### src/rtl/clock_timebase_pkg.sv
// rtl/clock_timebase_pkg.sv - shared constants, mode encoding and seconds helper for the timebase
package clock_pkg;

    localparam int DAY_SECONDS  = 86400;
    localparam int SEC_PER_HOUR = 3600;
    localparam int SEC_PER_MIN  = 60;
    localparam int COUNT_W      = 21;

    typedef enum logic [2:0] {
        RUN    = 3'd0,
        SET_H  = 3'd1,
        SET_M  = 3'd2,
        SET_AH = 3'd3,
        SET_AM = 3'd4
    } mode_e;

    // Fields are widened before multiplying so the product cannot truncate.
    function automatic logic [COUNT_W-1:0] to_seconds(input logic [4:0] hh,
                                                      input logic [5:0] mm,
                                                      input logic [5:0] ss);
        return COUNT_W'(hh) * COUNT_W'(SEC_PER_HOUR)
             + COUNT_W'(mm) * COUNT_W'(SEC_PER_MIN)
             + COUNT_W'(ss);
    endfunction

endpackage

### src/rtl/clock_timebase_if.sv
// rtl/clock_timebase_if.sv - key inputs and time/alarm outputs of the timebase
interface clock_timebase_if;
    import clock_pkg::*;

    logic               key_mode;
    logic               key_inc;
    logic               clk_1hz;
    logic [COUNT_W-1:0] count;
    logic [COUNT_W-1:0] count_alarm;
    logic [2:0]         mode;

    modport master (
        output key_mode, key_inc,
        input  clk_1hz, count, count_alarm, mode
    );

    modport slave (
        input  key_mode, key_inc,
        output clk_1hz, count, count_alarm, mode
    );

endinterface

### src/rtl/clock_timebase_tick_divider.sv
// rtl/clock_timebase_tick_divider.sv - divides clk into a once-per-second tick and a 50% clk_1hz
module tick_divider #(
    parameter int CLK_HZ = 1000
) (
    input  logic clk,
    input  logic rst,
    input  logic clr,
    output logic tick,
    output logic clk_1hz
);

    localparam int DIV_W = (CLK_HZ > 1) ? $clog2(CLK_HZ) : 1;
    localparam logic [DIV_W-1:0] DIV_MAX  = DIV_W'(CLK_HZ - 1);
    localparam logic [DIV_W-1:0] DIV_HALF = DIV_W'(CLK_HZ / 2);

    logic [DIV_W-1:0] div;

    assign tick = (div == DIV_MAX);

    // clk_1hz trails div by one cycle so it rises just after the second boundary.
    always_ff @(posedge clk or posedge rst) begin
        if (rst) begin
            div     <= '0;
            clk_1hz <= 1'b1;
        end else begin
            if (clr || tick) begin
                div <= '0;
            end else begin
                div <= div + DIV_W'(1);
            end
            clk_1hz <= (div < DIV_HALF);
        end
    end

endmodule

### src/rtl/clock_timebase.sv
// rtl/clock_timebase.sv - time-of-day and alarm registers with two-key setting FSM
module clock_timebase
    import clock_pkg::*;
#(
    parameter int CLK_HZ      = 1000,
    parameter int ALARM_RST_H = 7
) (
    input  logic             clk,
    input  logic             rst,
    clock_timebase_if.slave  bus
);

    mode_e state_q, state_d;

    logic tick;
    logic time_run;
    logic enter_set_h;
    logic div_clr;
    logic inc_h, inc_m, inc_ah, inc_am;

    logic [4:0] h, ah;
    logic [5:0] m, s, am;

    logic [COUNT_W-1:0] count_q, count_alarm_q;

    tick_divider #(.CLK_HZ(CLK_HZ)) u_div (
        .clk     (clk),
        .rst     (rst),
        .clr     (div_clr),
        .tick    (tick),
        .clk_1hz (bus.clk_1hz)
    );

    always_ff @(posedge clk or posedge rst) begin
        if (rst) begin
            state_q <= RUN;
        end else begin
            state_q <= state_d;
        end
    end

    always_comb begin
        state_d = state_q;
        case (state_q)
            RUN:     if (bus.key_mode) state_d = SET_H;
            SET_H:   if (bus.key_mode) state_d = SET_M;
            SET_M:   if (bus.key_mode) state_d = SET_AH;
            SET_AH:  if (bus.key_mode) state_d = SET_AM;
            SET_AM:  if (bus.key_mode) state_d = RUN;
            default: state_d = RUN;
        endcase
    end

    // A mode key in the same cycle as an inc key swallows the inc.
    always_comb begin
        time_run    = (state_q == RUN) || (state_q == SET_AH) || (state_q == SET_AM);
        enter_set_h = 1'b0;
        div_clr     = 1'b0;
        inc_h       = 1'b0;
        inc_m       = 1'b0;
        inc_ah      = 1'b0;
        inc_am      = 1'b0;
        if (bus.key_mode) begin
            enter_set_h = (state_q == RUN);
            div_clr     = (state_q == SET_M);
        end else if (bus.key_inc) begin
            case (state_q)
                SET_H:   inc_h  = 1'b1;
                SET_M:   inc_m  = 1'b1;
                SET_AH:  inc_ah = 1'b1;
                SET_AM:  inc_am = 1'b1;
                default: ;
            endcase
        end
    end

    always_ff @(posedge clk or posedge rst) begin
        if (rst) begin
            h <= '0;
            m <= '0;
            s <= '0;
        end else begin
            if (tick && time_run) begin
                if (s == 6'd59) begin
                    s <= '0;
                    if (m == 6'd59) begin
                        m <= '0;
                        h <= (h == 5'd23) ? 5'd0 : h + 5'd1;
                    end else begin
                        m <= m + 6'd1;
                    end
                end else begin
                    s <= s + 6'd1;
                end
            end
            // Time is frozen in SET_H/SET_M, so these never race the carry chain.
            if (inc_h) h <= (h == 5'd23) ? 5'd0 : h + 5'd1;
            if (inc_m) m <= (m == 6'd59) ? 6'd0 : m + 6'd1;
            if (enter_set_h) s <= '0;
        end
    end

    always_ff @(posedge clk or posedge rst) begin
        if (rst) begin
            ah <= 5'(ALARM_RST_H);
            am <= '0;
        end else begin
            if (inc_ah) ah <= (ah == 5'd23) ? 5'd0 : ah + 5'd1;
            if (inc_am) am <= (am == 6'd59) ? 6'd0 : am + 6'd1;
        end
    end

    always_ff @(posedge clk or posedge rst) begin
        if (rst) begin
            count_q       <= '0;
            count_alarm_q <= to_seconds(5'(ALARM_RST_H), 6'd0, 6'd0);
        end else begin
            count_q       <= to_seconds(h, m, s);
            count_alarm_q <= to_seconds(ah, am, 6'd0);
        end
    end

    assign bus.count       = count_q;
    assign bus.count_alarm = count_alarm_q;
    assign bus.mode        = state_q;

endmodule
### src/flat_wrapper.sv
// flat-port wrapper written by rule: the top's interface ports become plain ports
module clock_timebase_flat import clock_pkg::*;
#(
    parameter int CLK_HZ      = 1000,
    parameter int ALARM_RST_H = 7
)
  (clk, rst, bus_key_mode, bus_key_inc, bus_clk_1hz, bus_count, bus_count_alarm, bus_mode);
  clock_timebase_if bus_i ();
  input  logic clk;
  input  logic rst;
  input wire logic [$bits(bus_i.key_mode)-1:0] bus_key_mode;
  input wire logic [$bits(bus_i.key_inc)-1:0] bus_key_inc;
  output wire logic [$bits(bus_i.clk_1hz)-1:0] bus_clk_1hz;
  output wire logic [$bits(bus_i.count)-1:0] bus_count;
  output wire logic [$bits(bus_i.count_alarm)-1:0] bus_count_alarm;
  output wire logic [$bits(bus_i.mode)-1:0] bus_mode;
  assign bus_i.key_mode = bus_key_mode;
  assign bus_i.key_inc = bus_key_inc;
  assign bus_clk_1hz = bus_i.clk_1hz;
  assign bus_count = bus_i.count;
  assign bus_count_alarm = bus_i.count_alarm;
  assign bus_mode = bus_i.mode;
  clock_timebase #(.CLK_HZ(CLK_HZ), .ALARM_RST_H(ALARM_RST_H)) u_core (.clk(clk), .rst(rst), .bus(bus_i));
endmodule
### config.mk
export PLATFORM = sky130hd
export DESIGN_NAME = clock_timebase_flat
export DESIGN_NICKNAME = d
export VERILOG_FILES = /design/src/rtl/clock_timebase_pkg.sv /design/src/rtl/clock_timebase_if.sv /design/src/rtl/clock_timebase_tick_divider.sv /design/src/rtl/clock_timebase.sv /design/src/flat_wrapper.sv
export SDC_FILE = /design/constraint.sdc
export NUM_CORES = 1
export LEC_CHECK = 0
export CORE_MARGIN = 2
export CORE_UTILIZATION = 55
export CTS_CLUSTER_SIZE = 20
export DETAILED_ROUTE_END_ITERATION = 7
export PLACE_DENSITY_LB_ADDON = 0.12
export SKIP_CTS_REPAIR_TIMING = 1
export SYNTH_ARGS = -nofsm -noshare
export SYNTH_HDL_FRONTEND = slang
export SYNTH_SLANG_ARGS = --single-unit
export TNS_END_PERCENT = 10
### constraint.sdc
create_clock -name clk -period 10.4 [get_ports clk]
set_input_delay 2.08 -clock clk [delete_from_list [all_inputs] [get_ports clk]]
set_output_delay 2.08 -clock clk [all_outputs]
set_load 0.005 [all_outputs]
-- Word level (Yosys, flattened, before mapping)
Index checks and enable logic that the tools add are counted.
- bits of input ports: 4
- latch bits: 0
- bits in read-only memories: 0
- memories: 0
- flip-flop bits (word level): 84
- memory bits (writable): 0
- word-level logic and storage cells: 88
- $lt $le $gt $ge: 1
- divide/modulo/power cells: 0
- multiply operators: 4
- add/sub/neg operators: 9
- bitwise logic cells: 0
- muxes and demuxes: 35
- reductions and logical operators: 14
- equal/unequal tests: 15
- shifts and indexed selects: 0
- operator list (operator ; count):
    two-way mux 6 bit ; 8
    adder 17 x 12 -> 18 bit ; 2
    two-way mux 5 bit ; 6
    multiplier 5 x 8 -> 13 bit, second input constant ; 2
    adder 21 x 6 -> 21 bit ; 1
    multiplier 6 x 4 -> 10 bit, second input constant ; 2
    adder 6 x 1 -> 6 bit, second input constant ; 3
    equality test 6 bit, second input constant ; 3
    two-way mux 3 bit ; 5
    one-hot mux 3 bit (5 select lines) ; 1
    two-way mux 1 bit ; 14
    nonzero test 2 bit ; 6
    adder 10 x 1 -> 10 bit, second input constant ; 1
    adder 5 x 1 -> 5 bit, second input constant ; 2
    equality test 10 bit, second input constant ; 1
    equality test 5 bit, second input constant ; 2
    < comparator 10 x 9 -> 1 bit, second input constant ; 1
    two-way mux 10 bit ; 1
    != test 2 bit, second input constant ; 5
    equality test 3 x 2 -> 1 bit, second input constant ; 2
    AND reduction 5 bit ; 1
    equality test 3 x 1 -> 1 bit, second input constant ; 1
    equality test 3 bit, second input constant ; 1
    zero test 3 bit ; 1
    4 further kinds ; 6

-- Depth between registers and ports, before layout
Gate-level depths: netlist of run 1.
- depth after elaboration: 6
- mapped depth: 19
- gate-level depth less buffers: 18

-- Modules after synthesis
From an unflattened synthesis of run 1, not the netlist that was laid out.
- cells, all modules: 630
- area, all modules: 6154.7 sq um
- modules (own cells, without submodules) (module ; cells an instance ; area an instance (sq um) ; seq. area each (sq um) ; times used):
    clock_timebase ; 567 ; 5562.8 ; 1637.8 ; 1
    tick_divider ; 63 ; 591.8 ; 276.5 ; 1

-- Least setup slack after synthesis of run 1
No wires, ideal clock.
- path type: register -> register
- start: register u_core.m[3]
- end: register u_core.count_q[15], in the netlist u_core.bus.count[15]
- setup slack: 5757 ps
- stages on the path, launching flop included: 19
- clock period less this slack: 4643 ps
- setup time: 133 ps
- arrival: 4510 ps
- required time: 10267 ps
- cells stage by stage: dfrtp_1 -> inv_1 -> fa_1 -> fa_1 -> inv_1 -> ha_1 -> a21oi_1 -> o21bai_1 -> a21oi_1 -> o21ai_0 -> xor2_1 -> ha_1 -> clkbuf_1 -> a21oi_1 -> mux2_2 -> nor3b_1 -> nor4_1 -> o211ai_1 -> xnor2_1
- word-level cells in the longest chain between the ends: 3
- ends and longest elaborated chain (what ; RTL line ; source):
    from (decl) ; clock_timebase.sv:22 ; logic [5:0] m, s, am;
    from (signal assigned) ; clock_timebase.sv:90 ; m <= m + 6'd1;
    from (signal assigned) ; clock_timebase.sv:98 ; if (inc_m) m <= (m == 6'd59) ? 6'd0 : m + 6'd1;
    multiplier 6 x 4 -> 10 bit ; clock_timebase_pkg.sv:22 ; + COUNT_W'(mm) * COUNT_W'(SEC_PER_MIN)
    adder 17 x 12 -> 18 bit ; clock_timebase_pkg.sv:22 ;
    adder 21 x 6 -> 21 bit ; clock_timebase_pkg.sv:23 ; + COUNT_W'(ss);
    to (signal assigned) ; clock_timebase.sv:118 ; count_q <= to_seconds(h, m, s);
    to (decl) ; clock_timebase.sv:24 ; logic [COUNT_W-1:0] count_q, count_alarm_q;
No other way between the ends.
A chain may end at the register's enable or synchronous reset.

-- Final worst setup path of run 1
Same ends and word-level chain as after synthesis.

==> summary.txt, run 1 <==
Status
  • Status: completed

Critical path
  • Crit start category: register
  • Arr. time, crit path: 5.31 ns
  • CP required: 10.68 ns
  • Endpoint class of the critical path: register
  • Kind of critical path: register to register
  • Crit Path Max Fanout: 9

Finish
  • Filler cells: 910
  • Layout cells sized above 1: 5.87%
  • Nets: 802
  • Antenna Cells: 0
  • Synth-to-Final Area Change: 12.4%

Floorplan
  • Initial core utilization: 56.4%
  • Width of the die: 110 µm
  • Std-Cell Rows: 38
  • # IOs: 50
  • Die height: 110 µm
  • Core ar.: 10900 µm²
  • Die Area: 12000 µm²

Synth
  • Post-synth top area cell: dfrtp_1
  • Fraction of registers with async set/reset: 100%
  • Most frequent cells after synthesis: 94 x ha_1, 67 x dfrtp_1, 62 x inv_1, 50 x nand2_1, 45 x nor2_1
  • Yosys reg bits: 77
  • Yosys top cell area share: 27.3%
  • Synth top area cells: dfrtp_1 27%, ha_1 19%, fa_1 8.8%
  • Sequential share of the synthesized area: 31.6%
  • Cells after Synth: 625
  • Syn Area/Cell: 9.83 µm²
  • Most common cell in the synthesized netlist: ha_1
  • Synthesis Warnings: 0
  • Library cells used by synthesis: 53
  • EDFF count, synth: 0
  • Post-synthesis cell area: 6140 µm²
  • Dominant synthesized flop cell: dfrtp_1

CTS
  • CTS Buf Count: 9
  • Clk_lat worst skew: 0.36 ns
  • H-Tree Depth: 3
  • Clk buf depth: 2
  • CTS tree: yes
  • Clock transition at path regs: 0.08 ns
  • CTS root buf: clkbuf_8
  • Clk sink count: 77

STA
  • Max Clock Skew: 0.0108 ns
  • Final Hold Vio Count: 0
  • Setup violations, final: 0
  • Slew HR: 35.8%
  • Tcrit/Tclk final: 48.3%
  • Final Slew Violations: 0
  • Worst Tran Pin Value: 0.963 ns
  • Max Fclk: 0.199 GHz
  • RSZ-0062 raised after global routing: false
  • Setup tns final: 0 ns
  • Crit path time final: 5.02 ns

GRT
  • Vias in the first global route: 4385
  • First-pass GRT wire length: 19400 µm
  • Initial antenna violation count: 0
  • Pin count of the biggest net entering global routing: 78
  • GRT Util Overall: 20.6%
  • GRT overflow: 0

Detailed routing
  • Iter 0 DRT Violations: 216
  • Final ANT Viol Nets: 0
  • Drt first pass iters: 6
  • DRC viols: 0
  • Overall routed net length: 11200 µm
  • Post-DR wirelength/cell: 13.7 µm
  • Vias per inst: 5.37
  • DR vias: 4412

Placement
  • Final GP Congestion: 0.871
  • DP HPWL: 8760 µm
  • IO buf count: 42

Job
  • Max-cap viol count: 0

Hold path
  • HP Class: register to register
==> sequential cells by signal (all words and copies together), names as in the netlist <==
name	flops
u_core.am	6
u_core.u_div.clk_1hz	1
u_core.bus.mode	3
u_core.u_div.div	10
u_core.h	5
u_core.bus.count	19
u_core.ah	5
u_core.s	6
u_core.m	6
u_core.bus.count_alarm	16
==> path summary, 6_finish.rpt <==
check / start / to / slack, ns / depth (start not counted)
worst max-delay path: u_core.m[3] / u_core.bus.count[15] / 5.38 / 17
worst min-delay path: u_core.s[1] / u_core.bus.count[1] / 0.43 / 0
worst max register to register: u_core.m[3] / u_core.bus.count[15] / 5.38 / 17
worst min register to register: u_core.s[1] / u_core.bus.count[1] / 0.43 / 0
max in group asynchronous: rst / u_core.m[4] / 7.44 / 3
min in group asynchronous: rst / u_core.bus.count_alarm[11] / 2.35 / 3
==> placed cells by master (no fill, tap or decap), drive strengths merged, types with 3 or more instances in the layout <==
cell type / instances
nor2: 45
inv: 61
clkinv: 4
and2: 3
o21bai: 6
a211oi: 3
nand3b: 4
conb: 8
nor3: 7
nand2: 52
ha: 94
nand2b: 6
nand3: 23
dfstp: 10
clkdlybuf4s50: 42
o21a: 5
or3: 7
o21ai: 25
fa: 27
mux2i: 3
xnor2: 40
dfrtp: 67
or2: 4
nor2b: 4
clkbuf: 12
nand4: 6
xor2: 19
a21oi: 44
a21o: 19
==> worst max-delay path: stages, from the launching register on <==
cell,delay [ns]
dfrtp_1,0.46
inv_1,0.25
fa_1,0.49
fa_1,0.51
inv_1,0.04
ha_1,0.33
a21oi_1,0.22
o21bai_1,0.09
a21oi_1,0.21
o21ai_0,0.14
xor2_1,0.16
ha_1,0.41
a21oi_1,0.34
mux2_2,0.37
nor3b_1,0.41
nor4_1,0.16
o211ai_1,0.22
xnor2_1,0.14
==> through the flow <==
step | cells | instance area [µm²] | utilization (%) | worst slack [ns] | hold slack (ns)
finish | 822 | 6910 | 63.5 | 5.38 | 0.432
global route | 822 | 6910 | 63.5 | 4.92 | 0.471
CTS | 822 | 6910 | 63.5 | 5.36 | 0.439
detailed placement | 806 | 6720 | 61.7 | 5.40 | 0.429
global placement | 806 | 6720 | 61.7 | 5.58 | 0.422
floorplan | 632 | 6170 | - | 5.76 | 0.392
==> kinds of logic (layout without fill, tap and decap cells) <==
family | after synthesis | count (layout) | share of synthesized area, %
buffers and inverters | 71 | 121 | 4.76
multiplexers | 4 | 4 | 0.672
other | 1 | 8 | 0.0610
XOR/XNOR | 59 | 59 | 8.41
adder cells (fa/ha/maj) | 121 | 121 | 27.9
flip-flops | 77 | 77 | 31.6
AO/OA/AOI/OAI | 119 | 119 | 12.8
AND/OR/NAND/NOR | 173 | 173 | 13.8
==> per-layer routing <==
metal | global-route usage [%] | vias to the layer above | wire length (µm)
li1 | - | 2218 | -
met2 | 34.5 | 62 | 5410
met3 | 4.74 | 20 | 398
met5 | 0 | - | 0
met4 | 7.50 | 0 | 226
met1 | 25.9 | 2112 | 5180
==> area by class of cell <==
cell class / count / area, µm² / area share (%)
Inverter: 62 / 234 / 3.39
Timing Repair Buffer: 43 / 428 / 6.19
Clock inverter: 4 / 48.8 / 0.706
Sequential cell: 77 / 1940 / 28.1
Multi-Input combinational cell: 484 / 3940 / 57.0
Clock buffer: 12 / 145 / 2.10
Tap cell: 140 / 175 / 2.54
Power of run 1 is left out: the tool's default activity adds up to more than one toggle a clock period on the data nets, which glitch-free logic cannot reach.
==> inputs of run 2 (changes only) <==
--- a/config.mk
+++ b/config.mk
@@ -6,7 +6,7 @@
 export NUM_CORES = 1
 export LEC_CHECK = 0
 export CORE_MARGIN = 2
-export CORE_UTILIZATION = 55
+export CORE_UTILIZATION = 54
 export CTS_CLUSTER_SIZE = 20
 export DETAILED_ROUTE_END_ITERATION = 7
 export PLACE_DENSITY_LB_ADDON = 0.12
==> constraint.sdc (replaced) <==
create_clock -name clk -period 4.16 [get_ports clk]
set_input_delay 0.832 -clock clk [delete_from_list [all_inputs] [get_ports clk]]
set_output_delay 0.832 -clock clk [all_outputs]
set_load 0.005 [all_outputs]
==> run 2 against run 1 <==
- the run now ends with negative setup slack left
- cell area up 9.9%
- via count is 7.2% higher
- routed wire length rose by 11%
- worst hold slack improved by 0.011 ns
- register-to-register slack got worse by 5.7 ns
- highest routed layer unchanged
- global-route usage is 0.60 points higher
- count of clock-buffer cells in the layout grew 1
- critical path depth did not move
- clock skew shrank 0.0045 ns
==> summary.txt, run 2 (synthesized netlist as in run 1, its figures left out) <==
Status
  • Status: complete, but fails checks (was completed)
  • Failing checks: negative setup slack

Finish
  • Max FFs per register: 19 (unchanged)
  • Nets: 852 (was 802)
  • Final Util: 69.1% (was 63.5%)
  • Antenna Cells: 0 (unchanged)
  • Synth-to-Final Area Change: 23.6% (was 12.4%)
  • Layout cells sized above 1: 16.3% (was 5.87%)
  • Most frequent cells in the layout: 92 x ha_1, 66 x dfrtp_1, 58 x inv_1 (was 94 x ha_1, 67 x dfrtp_1, 61 x inv_1)
  • Most common cell after layout, fill and taps aside: ha_1 (unchanged)
  • Final Non-Filler Cells: 872 (was 822)

Critical path
  • Arr. time, crit path: 4.72 ns (was 5.31 ns)
  • Kind of critical path: register to register (unchanged)
  • CP delay by family, top: adder cells (unchanged)
  • Endpoint class of the critical path: register (unchanged)
  • CP Cell Sequence: fa_1, fa_1, inv_1, fa_2, inv_2, a21o_1, a21oi_2, xnor2_1, ha_1, and2_4, a221oi_4, a21oi_1, nand3b_1, buf_4, nor4_4, nand3_1, xnor2_1 (was inv_1, fa_1, fa_1, inv_1, ha_1, a21oi_1, o21bai_1, a21oi_1, o21ai_0, xor2_1, ha_1, a21oi_1, mux2_2, nor3b_1, nor4_1, o211ai_1, xnor2_1)
  • Crit path largest cell delay: 0.58 ns (was 0.51 ns)
  • CP required: 4.39 ns (was 10.68 ns)
  • Crit start category: register (unchanged)
  • Crit Path Max Fanout: 5 (was 9)
  • Worst path bufs/invs: 3 (was 2)
  • Critical Path Slowest Stage Cell: fa_1 (unchanged)

Job
  • Max-cap viol count: 0 (unchanged)

Hold path
  • HP Class: register to register (unchanged)

CTS
  • Clk_lat worst skew: 0.34 ns (was 0.36 ns)
  • CTS root buf: clkbuf_16 (was clkbuf_8)
  • H-Tree Depth: 3 (unchanged)
  • Clk buf depth: 2 (unchanged)
  • CTS tree: yes (unchanged)
  • Clk sink count: 77 (unchanged)
  • CTS Buf Count: 9 (unchanged)
  • Clock transition at path regs: 0.06 ns (was 0.08 ns)

STA
  • Worst Tran Pin Value: 0.706 ns (was 0.963 ns)
  • Slew HR: 52.9% (was 35.8%)
  • Tcrit/Tclk final: 108% (was 48.3%)
  • Final Hold Vio Count: 0 (unchanged)
  • RSZ-0062 raised after global routing: true (was false)
  • Max Clock Skew: 0.00636 ns (was 0.0108 ns)
  • Setup violations, final: 6 (was 0)
  • Max Fclk: 0.222 GHz (was 0.199 GHz)
  • Final WS setup: -0.337 ns (was 5.38 ns)
  • Final Slew Violations: 0 (unchanged)
  • Crit path time final: 4.50 ns (was 5.02 ns)

Detailed routing
  • Vias per inst: 5.42 (was 5.37)
  • DR vias: 4728 (was 4412)
  • Post-DR wirelength/cell: 14.3 µm (was 13.7 µm)
  • Iter 0 DRT Violations: 207 (was 216)
  • Overall routed net length: 12500 µm (was 11200 µm)
  • DRC viols: 0 (unchanged)
  • Final ANT Viol Nets: 0 (unchanged)
  • Drt first pass iters: 4 (was 6)

GRT
  • Vias in the first global route: 4722 (was 4385)
  • First-pass GRT wire length: 21200 µm (was 19400 µm)
  • GRT Util Overall: 21.2% (was 20.6%)
  • Pin count of the biggest net entering global routing: 39 (was 78)
  • Initial antenna violation count: 0 (unchanged)
  • GRT overflow: 0 (unchanged)

Placement
  • Setup WS pre-CTS: -0.214 ns (was 5.40 ns)
  • Final GP Congestion: 0.860 (was 0.871)
  • DP Cell Count: 846 (was 806)
  • DP HPWL: 9380 µm (was 8760 µm)
  • IO buf count: 42 (unchanged)

Floorplan
  • Die height: 111 µm (was 110 µm)
  • Width of the die: 111 µm (was 110 µm)
  • # IOs: 50 (unchanged)
  • Std-Cell Rows: 38 (unchanged)
  • Core ar.: 11000 µm² (was 10900 µm²)
  • Initial core utilization: 55.9% (was 56.4%)
  • Die Area: 12200 µm² (was 12000 µm²)
## run 2: cell types whose count changed in the layout (fill, tap and decap cells not counted), moves of 2 or more
cell and delta:
o21ai_0 -5, nor4_1 -2, inv_1 -3, o21ai_1 +4
buf_4 +49, nor4_4 +2, a21oi_2 +7, ha_1 -2
inv_2 +2, clkbuf_8 -9, a21oi_1 -8, clkbuf_16 +9
clkinv_2 -2
## run 2: metrics by stage
step	instance area, µm²	TNS (ns)	hold slack (ns)
floorplan	6240	-0.0767	0.392
global placement	7090	-0.347	0.424
detailed placement	7090	-0.856	0.432
CTS	7400	-1.08	0.445
global route	7590	-3.28	0.467
finish	7590	-1.32	0.443
## run 2: metal layers
layer | global-route usage [%] | share of wire, %
met5 | 0 | 0
met4 | 7.67 | 1.8
met3 | 5.03 | 3.0
met2 | 35.7 | 50
met1 | 26.5 | 45
## run 2: worst paths after layout
kind	endpoint	cells after the start	start	slack [ns]
worst max-delay path	u_core.bus.count[16]	17	u_core.m[0]	-0.34
worst max register to register	u_core.bus.count[16]	17	u_core.m[0]	-0.34
worst min register to register	u_core.bus.count[1]	0	u_core.s[1]	0.44
worst min-delay path	u_core.bus.count[1]	0	u_core.s[1]	0.44
max in group asynchronous	u_core.bus.count_alarm[13]	3	rst	2.47
min in group asynchronous	u_core.am[2]	2	rst	0.91
## run 2: worst register-to-register path, cell delays in order, from the launching register on
cell      delay [ns]
dfrtp_1         0.40
fa_1            0.54
fa_1            0.58
inv_1           0.07
fa_2            0.34
inv_2           0.05
a21o_1          0.11
a21oi_2         0.06
xnor2_1         0.14
ha_1            0.35
and2_4          0.17
a221oi_4        0.34
a21oi_1         0.14
nand3b_1        0.29
buf_4           0.21
nor4_4          0.31
nand3_1         0.13
xnor2_1         0.15
## run 2: final cells by class
cell class,count,area (µm²)
Tap cell,140,175
Fill cell,851,3390
Multi-Input combinational cell,484,4120
Inverter,62,236
Timing Repair Buffer,93,807
Clock buffer,13,250
Clock inverter,3,68.8
Sequential cell,77,1940
Power of run 2 is left out for the same reason.
==> inputs of run 3 (changes only) <==
--- a/config.mk
+++ b/config.mk
@@ -5,6 +5,7 @@
 export SDC_FILE = /design/constraint.sdc
 export NUM_CORES = 1
 export LEC_CHECK = 0
+export CAP_MARGIN = 10
 export CORE_MARGIN = 2
 export CORE_UTILIZATION = 54
 export CTS_CLUSTER_SIZE = 20
==> results of run 3 <==
Same layout as run 2: the final DEF is identical, and so are final timing and power.
Power of run 3 is left out for the same reason.
